### config.mk
export PLATFORM = sky130hd
export DESIGN_NAME = fft_iter_ctrl
export DESIGN_NICKNAME = d
export VERILOG_FILES = /design/src/rtl/fft_iter_pkg.sv /design/src/rtl/fft_addr_delay.sv /design/src/rtl/fft_iter_ctrl.sv
export SDC_FILE = /design/constraint.sdc
export NUM_CORES = 1
export LEC_CHECK = 0
export ABC_AREA = 1
export CAP_MARGIN = 20
export CORE_MARGIN = 2
export CORE_UTILIZATION = 25
export DETAILED_ROUTE_END_ITERATION = 10
export PLACE_DENSITY = 0.45
export RECOVER_POWER = 25
export SETUP_SLACK_MARGIN = 0.15
export SYNTH_ARGS = -nofsm -noshare
export SYNTH_HDL_FRONTEND = slang
export SYNTH_SLANG_ARGS = --single-unit
### constraint.sdc
create_clock -name CLK -period 4.3 [get_ports CLK]
set_input_delay 0.86 -clock CLK [delete_from_list [all_inputs] [get_ports CLK]]
set_output_delay 0.86 -clock CLK [all_outputs]
set_load 0.02 [all_outputs]
### src/rtl/fft_iter_pkg.sv
// fft_iter_pkg: state encoding, bit-reversal and timing helpers shared by the
// iterative FFT sequencer and its address delay line.
package fft_iter_pkg;

    typedef enum logic [2:0] {IDLE, RUN, DRAIN, GAP, DONE} state_e;

    function automatic int half_pts(input int awl);
        return 1 << (awl - 1);
    endfunction

    function automatic int stage_len(input int awl, input int lat);
        return half_pts(awl) + lat + 1;
    endfunction

    // Reverses the low w bits of v; bits at and above w come back as zero.
    function automatic logic [31:0] bitrev(input logic [31:0] v, input int w);
        logic [31:0] r;
        logic [31:0] t;
        r = '0;
        t = v;
        for (int i = 0; i < 32; i++) begin
            if (i < w) begin
                r = {r[30:0], t[0]};
                t = t >> 1;
            end
        end
        return r;
    endfunction

endpackage

### src/rtl/fft_addr_delay.sv
// fft_addr_delay: LAT-deep shift register carrying {valid, top, bot} from the
// read side of a stage to its write side.
module fft_addr_delay #(
    parameter int AWL = 8,
    parameter int LAT = 3
) (
    input  logic           clk,
    input  logic           rst_n,
    input  logic           in_valid,
    input  logic [AWL-1:0] in_top,
    input  logic [AWL-1:0] in_bot,
    output logic           out_valid,
    output logic [AWL-1:0] out_top,
    output logic [AWL-1:0] out_bot
);

    logic [2*AWL:0] line_q [LAT];
    logic [2*AWL:0] line_d [LAT];

    always_comb begin
        line_d[0] = {in_valid, in_top, in_bot};
        for (int i = 1; i < LAT; i++) line_d[i] = line_q[i-1];
    end

    always_ff @(posedge clk or negedge rst_n) begin
        if (!rst_n) line_q <= '{default: '0};
        else        line_q <= line_d;
    end

    assign {out_valid, out_top, out_bot} = line_q[LAT-1];

endmodule

### src/rtl/fft_iter_ctrl.sv
// fft_iter_ctrl: ping-pong stage/butterfly sequencer for an in-place radix-2 DIT FFT.
// Define FFT_ITER_CTRL_BITREV_EN to bit-reverse stage-0 reads so natural-order input is accepted.
module fft_iter_ctrl
    import fft_iter_pkg::*;
#(
    parameter int AWL = 8,
    parameter int LAT = 3
) (
    input  logic                   CLK,
    input  logic                   RST,
    input  logic                   i_START,
    output logic                   o_BUSY,
    output logic                   o_DONE,
    output logic [$clog2(AWL)-1:0] o_STAGE,
    output logic                   o_RD_BANK,
    output logic                   o_RD_EN,
    output logic [AWL-1:0]         o_RD_ADDR_A,
    output logic [AWL-1:0]         o_RD_ADDR_B,
    output logic [AWL-2:0]         o_TW_ADDR,
    output logic                   o_WR_EN,
    output logic [AWL-1:0]         o_WR_ADDR_A,
    output logic [AWL-1:0]         o_WR_ADDR_B,
    output logic                   o_RESULT_BANK
);

    localparam int SW = $clog2(AWL);
    localparam int KW = AWL - 1;
    localparam int DW = $clog2(LAT + 1);
    localparam logic [KW-1:0] K_LAST = KW'(half_pts(AWL) - 1);
    localparam logic [DW-1:0] D_LAST = DW'(LAT - 1);
    localparam logic [SW-1:0] S_LAST = SW'(AWL - 1);
    localparam logic RES_BANK = 1'(AWL % 2);

    state_e        state_q, state_d;
    logic [SW-1:0] s_q, s_d;
    logic [KW-1:0] k_q, k_d;
    logic [DW-1:0] cnt_q, cnt_d;
    logic          bank_q, bank_d;
    logic          res_q, res_d;

    logic           rd_en;
    logic [AWL-1:0] half, top, bot, rd_a, rd_b, dl_top, dl_bot;
    logic [KW-1:0]  pos, tw;

    always_ff @(posedge CLK or negedge RST) begin
        if (!RST) begin
            state_q <= IDLE;
            s_q     <= '0;
            k_q     <= '0;
            cnt_q   <= '0;
            bank_q  <= 1'b0;
            res_q   <= 1'b0;
        end else begin
            state_q <= state_d;
            s_q     <= s_d;
            k_q     <= k_d;
            cnt_q   <= cnt_d;
            bank_q  <= bank_d;
            res_q   <= res_d;
        end
    end

    // The last stage skips GAP: the DONE cycle itself keeps the banks quiet.
    always_comb begin
        state_d = state_q;
        s_d     = s_q;
        k_d     = k_q;
        cnt_d   = cnt_q;
        bank_d  = bank_q;
        res_d   = res_q;
        case (state_q)
            IDLE: begin
                if (i_START) begin
                    state_d = RUN;
                    s_d     = '0;
                    k_d     = '0;
                    bank_d  = 1'b0;
                    res_d   = 1'b0;
                end
            end
            RUN: begin
                k_d = k_q + 1'b1;
                if (k_q == K_LAST) begin
                    state_d = DRAIN;
                    cnt_d   = '0;
                end
            end
            DRAIN: begin
                cnt_d = cnt_q + 1'b1;
                if (cnt_q == D_LAST) state_d = (s_q == S_LAST) ? DONE : GAP;
                if (cnt_q == D_LAST && s_q == S_LAST) res_d = RES_BANK;
            end
            GAP: begin
                state_d = RUN;
                s_d     = s_q + 1'b1;
                k_d     = '0;
                bank_d  = ~bank_q;
            end
            DONE:    state_d = IDLE;
            default: state_d = IDLE;
        endcase
    end

    always_comb begin
        half = AWL'(1) << s_q;
        pos  = k_q & ((KW'(1) << s_q) - 1'b1);
        top  = ((({1'b0, k_q} >> s_q) << 1) << s_q) | {1'b0, pos};
        bot  = top + half;
        tw   = pos << (KW - int'(s_q));
        rd_a = top;
        rd_b = bot;
`ifdef FFT_ITER_CTRL_BITREV_EN
        if (s_q == '0) begin
            rd_a = AWL'(bitrev(32'({k_q, 1'b0}), AWL));
            rd_b = AWL'(bitrev(32'({k_q, 1'b1}), AWL));
        end
`endif
    end

    assign rd_en  = state_q == RUN;
    assign dl_top = rd_en ? top : '0;
    assign dl_bot = rd_en ? bot : '0;

    fft_addr_delay #(.AWL(AWL), .LAT(LAT)) u_delay (
        .clk      (CLK),
        .rst_n    (RST),
        .in_valid (rd_en),
        .in_top   (dl_top),
        .in_bot   (dl_bot),
        .out_valid(o_WR_EN),
        .out_top  (o_WR_ADDR_A),
        .out_bot  (o_WR_ADDR_B)
    );

    assign o_BUSY        = state_q != IDLE;
    assign o_DONE        = state_q == DONE;
    assign o_STAGE       = s_q;
    assign o_RD_BANK     = bank_q;
    assign o_RD_EN       = rd_en;
    assign o_RD_ADDR_A   = rd_en ? rd_a : '0;
    assign o_RD_ADDR_B   = rd_en ? rd_b : '0;
    assign o_TW_ADDR     = rd_en ? tw : '0;
    assign o_RESULT_BANK = res_q;

endmodule

==> metrics, run 1 <==
outcome finished clean; syn_area_per_cell 9.03 µm²; EDFF count, synth 0; fill cell count 1390; P&R area growth vs syn 28.5%; final hold violation count 0; number of routed nets with antenna violations 0; Final setup viols 0; RSZ-0062 raised after global routing yes; post-cts hold buffer count 0; Worst Tran Pin Value 1.20 ns; DR vias 2561; gp weighted congestion 0.853; Slew Viols, Final 0; worst r2r path cells 18; RR Endpoint u_delay.line_d[23]; Top Ports 51; post-DP HPWL 6230 µm; # diodes 0; clk slew on worst S/H paths 0.06 ns; Layout Nets 431; sequential share of the synthesized area 50.4%; Vias/cell 4.31; CP startpoint kind register; Die H 119 µm; total gr overflow 0; power per cell area 340 nW/µm²; R2R Path Start o_STAGE[0]; die area 14200 µm²; Crit. End Element output pin; largest net degree at the start of global routing 48; Setup WS post-layout 0.329 ns; worst skew pair latency 0.34 ns; DRC Markers 0; fin crit period 3.97 ns; Starting Density 25.3%; number of global-route vias before repair 2444; CP required 3.44 ns; synthesized cell area 3320 µm²; Max Clk Rate 252 MHz; clk sinks 67; Leak Pwr 1.94 nW; first-pass GRT wire length 13300 µm; Final Cycle Share 92.4%; Non-Filler Instances 594; core area 13100 µm²; crit-path max FO 8; Cells after Synth 368; max_cap viols 0; commonest non-fill, non-tap cell in the layout nand2_1; warnings from Yosys 0; placed instance count 578; skew final 0.00833 ns; Rows 42; worst hold path type reg2reg; WHS Path Cells 0; Hold Path Origin u_delay.line_d[17]; routed wire length 8160 µm; H-tree depth 3; Worst VDD drop 164 µV; Yosys reg bits 67; top_reg_cell synth dfrtp_1; setup TNS 0 ns; ys async rst share 100%; CTS Buffer Depth 2; crit path kind reg2out; slew margin rel. 19.9%; port bufs 49; Die Width 119 µm; Setup WS pre-CTS 0.144 ns; post-CTS setup buffers 0; CP arrival 3.11 ns; CTS root buf clkbuf_16; Cell variety after synth 38; antenna violations before repair 0; flop-to-flop setup slack 1.61 ns; Min Hold Slack 0.344 ns; layout cell share with drive strength beyond 1 16.7%; CTS tree built; total track usage 12.2%; most frequent cells in the layout 73 x nand2_1, 64 x dfrtp_1, 43 x clkdlybuf4s50_1; Net Count, Synth 386; 1st-iter DRT viols 97; DR pass1 iterations 4; Routed wire per std cell 13.7 µm; Hold EP u_delay.line_d[0]; TritonCTS Buffers 9
==> how the worst max path moves through the flow <==
| stage | startpoint | end | slack [ns] | cells past startpoint |
|---|---|---|---|---|
| finish | o_STAGE[1] | o_RD_ADDR_B[7] | 0.33 | 19 |
| CTS | o_STAGE[0] | o_RD_ADDR_B[7] | 0.13 | 18 |
| global route | o_STAGE[0] | o_RD_ADDR_B[7] | 0.05 | 18 |
| global placement | o_STAGE[2] | o_RD_ADDR_B[6] | 0.21 | 19 |
| detailed placement | o_STAGE[1] | o_RD_ADDR_B[7] | 0.14 | 17 |
| floorplan | o_STAGE[0] | o_RD_ADDR_B[7] | 0.61 | 19 |
==> Yosys cell counts (5+ instances only) <==
library cell	instances	share of area, %
a21oi_1	16	2.4
buf_4	19	4.3
dfrtp_1	67	50
ha_1	14	5.3
inv_1	36	4.1
inv_2	9	1.0
nand2_1	74	8.4
nand2_2	5	0.94
nand3_1	18	2.7
nand4_1	5	0.94
nor2_1	26	2.9
nor3_1	5	0.75
o21ai_0	18	2.7
o21ai_1	7	1.1
o22ai_1	5	0.94
==> logic make-up (layout without fill, tap and decap cells) <==
logic type / after synthesis / after routing / synth area share, %
and+or+nand+nor: 150 / 150 / 21.3
xor gates and xnor gates: 2 / 2 / 0.527
buffers and inverters: 72 / 122 / 10.9
adders and majority gates: 15 / 15 / 5.87
DFF: 67 / 67 / 50.4
other: 2 / 2 / 0.226
AOI/OAI and AO/OA: 60 / 60 / 10.7
==> cell type report <==
type	instances	area, µm²	area share (%)
sequential	67	1680	39.3
multi-input combinational	229	1290	30.3
timing repair buffer	61	576	13.5
clock buffer	10	239	5.60
tap	176	220	5.16
inverter	45	174	4.07
clock inverter	6	87.6	2.05
==> through the flow <==
stage / util (%) / total power [mW] / area (µm²)
6_report: 32.5 / 1.45 / 4270
5_1_grt: 32.5 / 1.51 / 4270
4_1_cts: 32.4 / 1.47 / 4250
3_5_place_dp: 29.9 / 0.667 / 3930
3_3_place_gp: 29.9 / 0.666 / 3930
2_1_floorplan: - / 0.650 / 3320
==> sequential cells by signal (all words and copies together), names as in the netlist <==
register and flops:
u_delay.out_bot 8, cnt_q 2, u_delay.line_d 34, o_RD_BANK 1, o_STAGE 3, k_q 7
u_delay.out_valid 1, state_q 3, u_delay.out_top 8
==> critical path, cell delays in order, from the launching register on <==
cell	delay (ns)
dfrtp_2	0.49
buf_4	0.18
nor2_4	0.14
nand3_1	0.08
nand3_1	0.11
nor2_1	0.05
a31oi_1	0.24
nand2_1	0.10
nand2_1	0.07
nor2_1	0.05
inv_1	0.06
ha_1	0.27
nand2_1	0.09
nand2_1	0.07
nand2_1	0.08
nand4_1	0.10
nand2_1	0.10
nand3_1	0.10
a21oi_2	0.19
clkbuf_2	0.19
==> what timing repair did <==
action / 4_1_cts / 5_1_grt
endpoints found under the setup margin: 4 / 7
gates resized for setup: 6 / 19
pin swaps: 0 / 2
gates cloned: 0 / 0
==> power by group <==
part | internal [mW] | leakage [nW] | switching, mW
logic | 0.00419 | 1.02 | 0.0158
registers | 0.634 | 0.762 | 0.000621
clock network | 0.524 | 0.163 | 0.274
total | 1.16 | 1.94 | 0.290
==> layer usage <==
layer  track usage (%)  wire length [µm]
met1              16.2              3880
met2              18.9              3750
met3              3.54               369
met4              4.41               162
met5                 0                 0
Power figures use the tool's default switching activity.
==> inputs of run 2 (changes only) <==
Settings changed: ABC_AREA 1 to default, PLACE_DENSITY 0.45 to 0.46.
==> run 2 against run 1 <==
The flow now finishes with violations (capacitance limit, slew limit). First-iteration DRC count rose by 49%. Synthesized cell count is 23% lower. Cell count decreased by 20%. Flip-flop and latch count unchanged. Clock skew is 0.0023 ns lower. Fmax is essentially flat. Clock power is 16% lower. Combinational power grew to 66 times the previous value. Count of clock-buffer cells in the layout is 1 lower. Critical endpoint is now o_RD_ADDR_B[5]. Area after synthesis shrank 7.8%. Critical path depth down 9.
==> metrics, run 2 <==
outcome finished with violations; failing checks capacitance limit, slew limit; gp weighted congestion 0.892 (+4.5%); Worst VDD drop 222 µV (+36%); Crit. End Element output pin; most frequent CP cell o21ai_0; DR vias 2150 (-16%); total track usage 11.6% (-0.57 points); Cells after Synth 283 (-23%); Max Clk Rate 252 MHz (about the same); EDFF count, synth 0 (unchanged); syn_area_per_cell 10.8 µm² (+20%); post-cts hold buffer count 0 (unchanged); H-tree depth 3 (unchanged); CP required 3.44 ns (about the same); Vias/cell 4.53 (+5.0%); top_reg_cell synth dfrtp_1; count leader, synth dfrtp_1; number of routed nets with antenna violations 0 (unchanged); Yosys reg bits 67 (unchanged); footprint of the multi-input gates 1170 µm² (-9.6%); power per cell area 770 nW/µm² (+130%); Worst Tran Pin Value 1.89 ns (+0.692 ns); antenna violations before repair 0 (unchanged); Slowest Stage Delay on Critical Path 0.63 ns (+0.14 ns); clk slew on worst S/H paths 0.06 ns (about the same); Slowest cell on crit path clkdlybuf4s50_1; DRC Markers 0 (unchanged); Setup WS pre-CTS 0.363 ns (+0.220 ns); ys async rst share 100% (unchanged); fill cell count 1232 (-11%); Final Core Density 32.5% (about the same); register area 1680 µm² (about the same); setup TNS 0 ns (unchanged); post-CTS setup buffers 0 (unchanged); Die Width 115 µm (-3.9%); RSZ-0062 raised after global routing no; skew final 0.00603 ns (-0.00230 ns); Final setup viols 0 (unchanged); Cell variety after synth 48 (+26%); port bufs 49 (unchanged); layout cell share with drive strength beyond 1 9.76% (-7.0 points); Pwr Total 3.01 mW (+110%); ranking of synthesized cells by area dfrtp_1 55%, ha_1 5.7%, buf_4 4.4%; Layout Nets 341 (-21%); commonest non-fill, non-tap cell in the layout dfrtp_1; P&R area growth vs syn 27.4%; CTS root buf clkbuf_16; synthesized cell area 3060 µm² (-7.8%); most frequent cells in the layout 65 x dfrtp_1, 45 x clkdlybuf4s50_1, 21 x nor2_1; fin crit period 3.97 ns (-0.00280 ns); Rows 40 (-4.8%); final hold violation count 0 (unchanged); sequential share of the synthesized area 54.7% (+4.3 points); number of global-route vias before repair 2087 (-15%); first-pass GRT wire length 11400 µm (-15%); crit path kind reg2out; TritonCTS Buffers 9 (unchanged); CP arrival 3.11 ns (about the same); max FFs per register 34 (unchanged); Hold Path Origin u_delay.line_d[17]; core area 12000 µm² (-8.6%); routed wire length 7120 µm (-13%); post-DP HPWL 5080 µm (-18%); clk sinks 67 (unchanged); Setup WS post-layout 0.332 ns (+0.00280 ns); warnings from Yosys 0 (unchanged); Die H 115 µm (-3.9%); slew margin rel. -26.3% (-46 points); Post-Layout Inst Area 3900 µm² (-8.6%); Synth area leader dfrtp_1; Final Cycle Share 92.3% (about the same); 1st-iter DRT viols 145 (+49%); CP startpoint kind register; Top Ports 51 (unchanged); Yosys top cell area share 54.7% (+4.3 points); Slew Viols, Final 35 (+35); worst skew pair latency 0.33 ns (about the same); CP Cell Sequence ha_2 > nor2b_1 > o21ai_0 > o21ai_0 > ha_1 > a211o_1 > a21oi_1 > xor2_1 > nor2_1 > clkdlybuf4s50_1; Leak Pwr 1.70 nW (-12%); Routed wire per std cell 15.0 µm (+9.2%); Commonest cells post-synth 67 x dfrtp_1, 21 x nor2_1, 18 x buf_4, 18 x nand2_1; Starting Density 25.5% (+0.21 points); # diodes 0 (unchanged); DR pass1 iterations 4 (unchanged); R2R Path Start o_STAGE[1]; largest net degree at the start of global routing 35 (-27%); total gr overflow 0 (unchanged); CTS Buffer Depth 2 (unchanged); dpl cell area 3620 µm² (-7.9%); Worst Setup SP o_STAGE[1]; worst hold path type reg2reg; crit-path max FO 8 (unchanged); die area 13200 µm² (-7.6%); max_cap viols 1 (+1); Net Count, Synth 301 (-22%); CTS tree built
==> run 2: cell count changes in the layout (fill, tap and decap cells not counted), sizes merged, moves of 10 or more <==
cell	before	now
inv	46	11
nand2	79	18
nand3	22	7
nor2	31	21
o21ai	30	15
==> run 2: logic make-up (layout without fill, tap and decap cells) <==
| family | after synthesis | count (layout) | share of synthesized area [%] |
|---|---|---|---|
| AND/OR/NAND/NOR | 88 | 88 | 14.7 |
| flip-flops | 67 | 67 | 54.7 |
| AO/OA/AOI/OAI | 60 | 60 | 13.0 |
| buffers and inverters | 39 | 84 | 7.19 |
| adder cells (fa/ha/maj) | 15 | 15 | 6.37 |
| multiplexers | 7 | 7 | 2.41 |
| XOR/XNOR | 5 | 5 | 1.43 |
| other | 2 | 2 | 0.245 |
==> run 2: worst paths after layout <==
path	end	slack [ns]	cells after the start
worst min register to register	u_delay.line_d[0]	0.34	0
max in group asynchronous	o_STAGE[2]	1.94	2
worst min-delay path	u_delay.line_d[0]	0.34	0
worst max register to register	u_delay.line_d[23]	1.84	9
min in group asynchronous	u_delay.line_d[20]	1.05	1
worst max-delay path	o_RD_ADDR_B[5]	0.33	10
==> run 2: layout make-up <==
| class | count | share of cell area [%] |
|---|---|---|
| Clock buffer | 9 | 5.77 |
| Tap cell | 147 | 4.71 |
| Clock inverter | 7 | 1.35 |
| Inverter | 10 | 0.962 |
| Sequential cell | 67 | 43.0 |
| Timing Repair Buffer | 58 | 14.2 |
| Multi-Input combinational cell | 177 | 30.0 |
==> run 2: critical path, delay by kind of cell (launching register included) <==
| kind | cells | cell delay, ns |
|---|---|---|
| and+or+nand+nor | 2 | 0.22 |
| adders and majority gates | 2 | 0.61 |
| DFF | 1 | 0.43 |
| xor gates and xnor gates | 1 | 0.10 |
| AOI/OAI and AO/OA | 4 | 0.78 |
| buffers and inverters | 1 | 0.63 |
==> run 2: power breakdown <==
group	switching (mW)	total, mW	internal, mW
Clock	0.281	0.674	0.393
Sequential	0.127	1.02	0.892
Combinational	0.719	1.31	0.596
==> run 2: per-layer routing <==
metal	vias up	track usage [%]	part of all wire [%]
met5	-	0	0
met4	0	5.06	1.9
met3	10	3.60	4.2
met2	51	17.9	47
met1	1043	15.1	47
li1	1046	-	-
==> run 2: timing repair <==
| action | CTS | global route |
|---|---|---|
| gates cloned | 0 | 0 |
| resized for setup | 5 | 2 |
| setup endpoints to repair | 2 | 2 |
==> run 2: per-stage QoR <==
step | cells | hold slack (ns)
final | 475 | 0.340
after global routing | 475 | 0.349
after CTS | 475 | 0.343
after detailed placement | 459 | 0.335
after global placement | 459 | 0.332
after floorplan | 283 | 0.331
==> inputs of run 3 (changes only) <==
Settings changed: GPL_TIMING_DRIVEN from default to 0, SKIP_LAST_GASP from default to 1.
==> run 3 against run 2 <==
The run still ends with capacitance limit, slew limit left. Fmax grew 1.8%. Critical path type unchanged. Via count rose by 5.2%. Wire length increased by 1.9%. Sequential share of layout area down 2.1 points.
==> metrics, run 3 (same netlist as run 2, synthesis figures left out) <==
outcome finished with violations; failing checks capacitance limit, slew limit; Die Width 115 µm (unchanged); Crit path max-delay family simple AND/OR/NAND/NOR gates; worst skew pair latency 0.33 ns (about the same); first-pass GRT wire length 11700 µm (+2.9%); RSZ-0062 raised after global routing no; Crit. End Element output pin; H-tree depth 3 (unchanged); Top Ports 51 (unchanged); Routed wire per std cell 14.5 µm (-3.0%); Slew Viols, Final 68 (+94%); Final setup viols 0 (unchanged); worst hold path type reg2reg; layout cell share with drive strength beyond 1 17.9% (+8.1 points); dpl cell area 3740 µm² (+3.3%); M3 GR Usage 3.23% (-0.37 points); number of routed nets with antenna violations 0 (unchanged); clk slew on worst S/H paths 0.06 ns (about the same); Starting Density 25.5% (unchanged); CP startpoint kind register; Final Core Density 34.2% (+1.7 points); core area 12000 µm² (unchanged); Bufs and invs on worst path 3 (+2); Non-Filler Instances 499 (+5.1%); fin crit period 3.90 ns (-0.0707 ns); CP Cell Sequence clkinv_2 > ha_4 > nor2b_1 > o21ai_0 > o21ai_1 > ha_1 > nor2b_2 > o31a_1 > or4_1 > nand3_1 > buf_4 > clkbuf_2; largest net degree at the start of global routing 68 (+94%); crit-path max FO 8 (unchanged); Post-Layout Inst Area 4110 µm² (+5.3%); total track usage 11.6% (about the same); Leak Pwr 1.82 nW (+6.8%); setup TNS 0 ns (unchanged); clk sinks 67 (unchanged); Max Clk Rate 257 MHz (+1.8%); placed instance count 479 (+4.4%); number of global-route vias before repair 2179 (+4.4%); Worst VDD drop 202 µV (-9.0%); antenna violations before repair 0 (unchanged); Rows 40 (unchanged); die area 13200 µm² (unchanged); gp weighted congestion 0.798 (-11%); final hold violation count 0 (unchanged); 1st-iter DRT viols 134 (-7.6%); Slowest cell on crit path or4_1; skew final 0.00762 ns (+0.00158 ns); most frequent cells in the layout 64 x dfrtp_1, 44 x clkdlybuf4s50_1, 22 x buf_4; Die H 115 µm (unchanged); CP arrival 3.04 ns (-0.07 ns); M2 GR Usage 18.2% (+0.36 points); CTS root buf clkbuf_16; P&R area growth vs syn 34.1%; post-cts hold buffer count 0 (unchanged); Setup WS post-layout 0.402 ns (+0.0707 ns); post-DP HPWL 5120 µm (+0.71%); CTS tree built; TritonCTS Buffers 9 (unchanged); Final Cycle Share 90.6% (-1.6 points); CTS Buffer Depth 2 (unchanged); DR vias 2262 (+5.2%); power per cell area 800 nW/µm² (+3.8%); DR pass1 iterations 4 (unchanged); fill cell count 1231 (-0.081%); max_cap viols 1 (unchanged); # diodes 0 (unchanged); Vias/cell 4.53 (+0.15%); slew margin rel. -8.38% (+18 points); GR Util met1 15.4% (+0.26 points); CP required 3.44 ns (about the same); Slowest Stage Delay on Critical Path 0.47 ns (-0.16 ns); Min Hold Slack 0.338 ns (-0.00225 ns); total gr overflow 0 (unchanged); commonest non-fill, non-tap cell in the layout dfrtp_1; Worst Tran Pin Value 1.63 ns (-0.268 ns); port bufs 49 (unchanged); Pwr Total 3.29 mW (+9.3%); max FFs per register 34 (unchanged); routed wire length 7260 µm (+1.9%); Layout Nets 365 (+7.0%); Setup WS pre-CTS -0.200 ns (-0.563 ns); grt peak-use layer met2; crit path kind reg2out; DRC Markers 0 (unchanged)
run 3: final timing paths:
kind | from | end | slack (ns) | cells after the start
setup reg to reg | o_STAGE[0] | u_delay.line_d[23] | 1.79 | 10
max in group asynchronous | RST | o_STAGE[2] | 2.26 | 1
setup / recovery | o_STAGE[0] | o_RD_ADDR_B[6] | 0.40 | 12
hold reg to reg | u_delay.line_d[31] | u_delay.line_d[14] | 0.34 | 0
hold / removal | u_delay.line_d[31] | u_delay.line_d[14] | 0.34 | 0
min in group asynchronous | RST | u_delay.out_bot[1] | 0.95 | 1
run 3: final cells by class:
type | instances | area, µm² | area share [%]
plain buffers | 29 | 190 | 4.63
clock buffers | 9 | 225 | 5.48
clock inverters | 7 | 76.3 | 1.86
inverters | 10 | 41.3 | 1.00
multi-input cells | 177 | 1200 | 29.1
flip-flops and latches | 67 | 1680 | 40.9
well taps | 147 | 184 | 4.48
repair buffers | 53 | 514 | 12.5
run 3: what timing repair did:
action,4_1_cts,5_1_grt
hold endpoints to repair,0,0
endpoints found under the setup margin,6,3
resized for setup,17,9
setup buffers,3,1
pin swaps,0,1
run 3: layer usage:
metal  wire length, µm  up-vias
met3               315       18
met2              3430       66
li1                  -     1095
met1              3370     1083
met4               144        0
met5                 0        -
run 3: worst reg2reg max path, stage by stage (launching register included):
cell and delay [ns]:
dfrtp_2 0.41, clkinv_2 0.13, ha_4 0.20, nor2b_1 0.05, o21ai_0 0.13, o21ai_1 0.12, ha_1 0.36, nor2b_2 0.19
o31a_1 0.28, or4_1 0.47, nand3_1 0.12
run 3: power breakdown:
part / internal (mW) / switching [mW]
combinational: 0.754 / 0.782
clock: 0.451 / 0.288
sequential: 0.893 / 0.117
total: 2.10 / 1.19
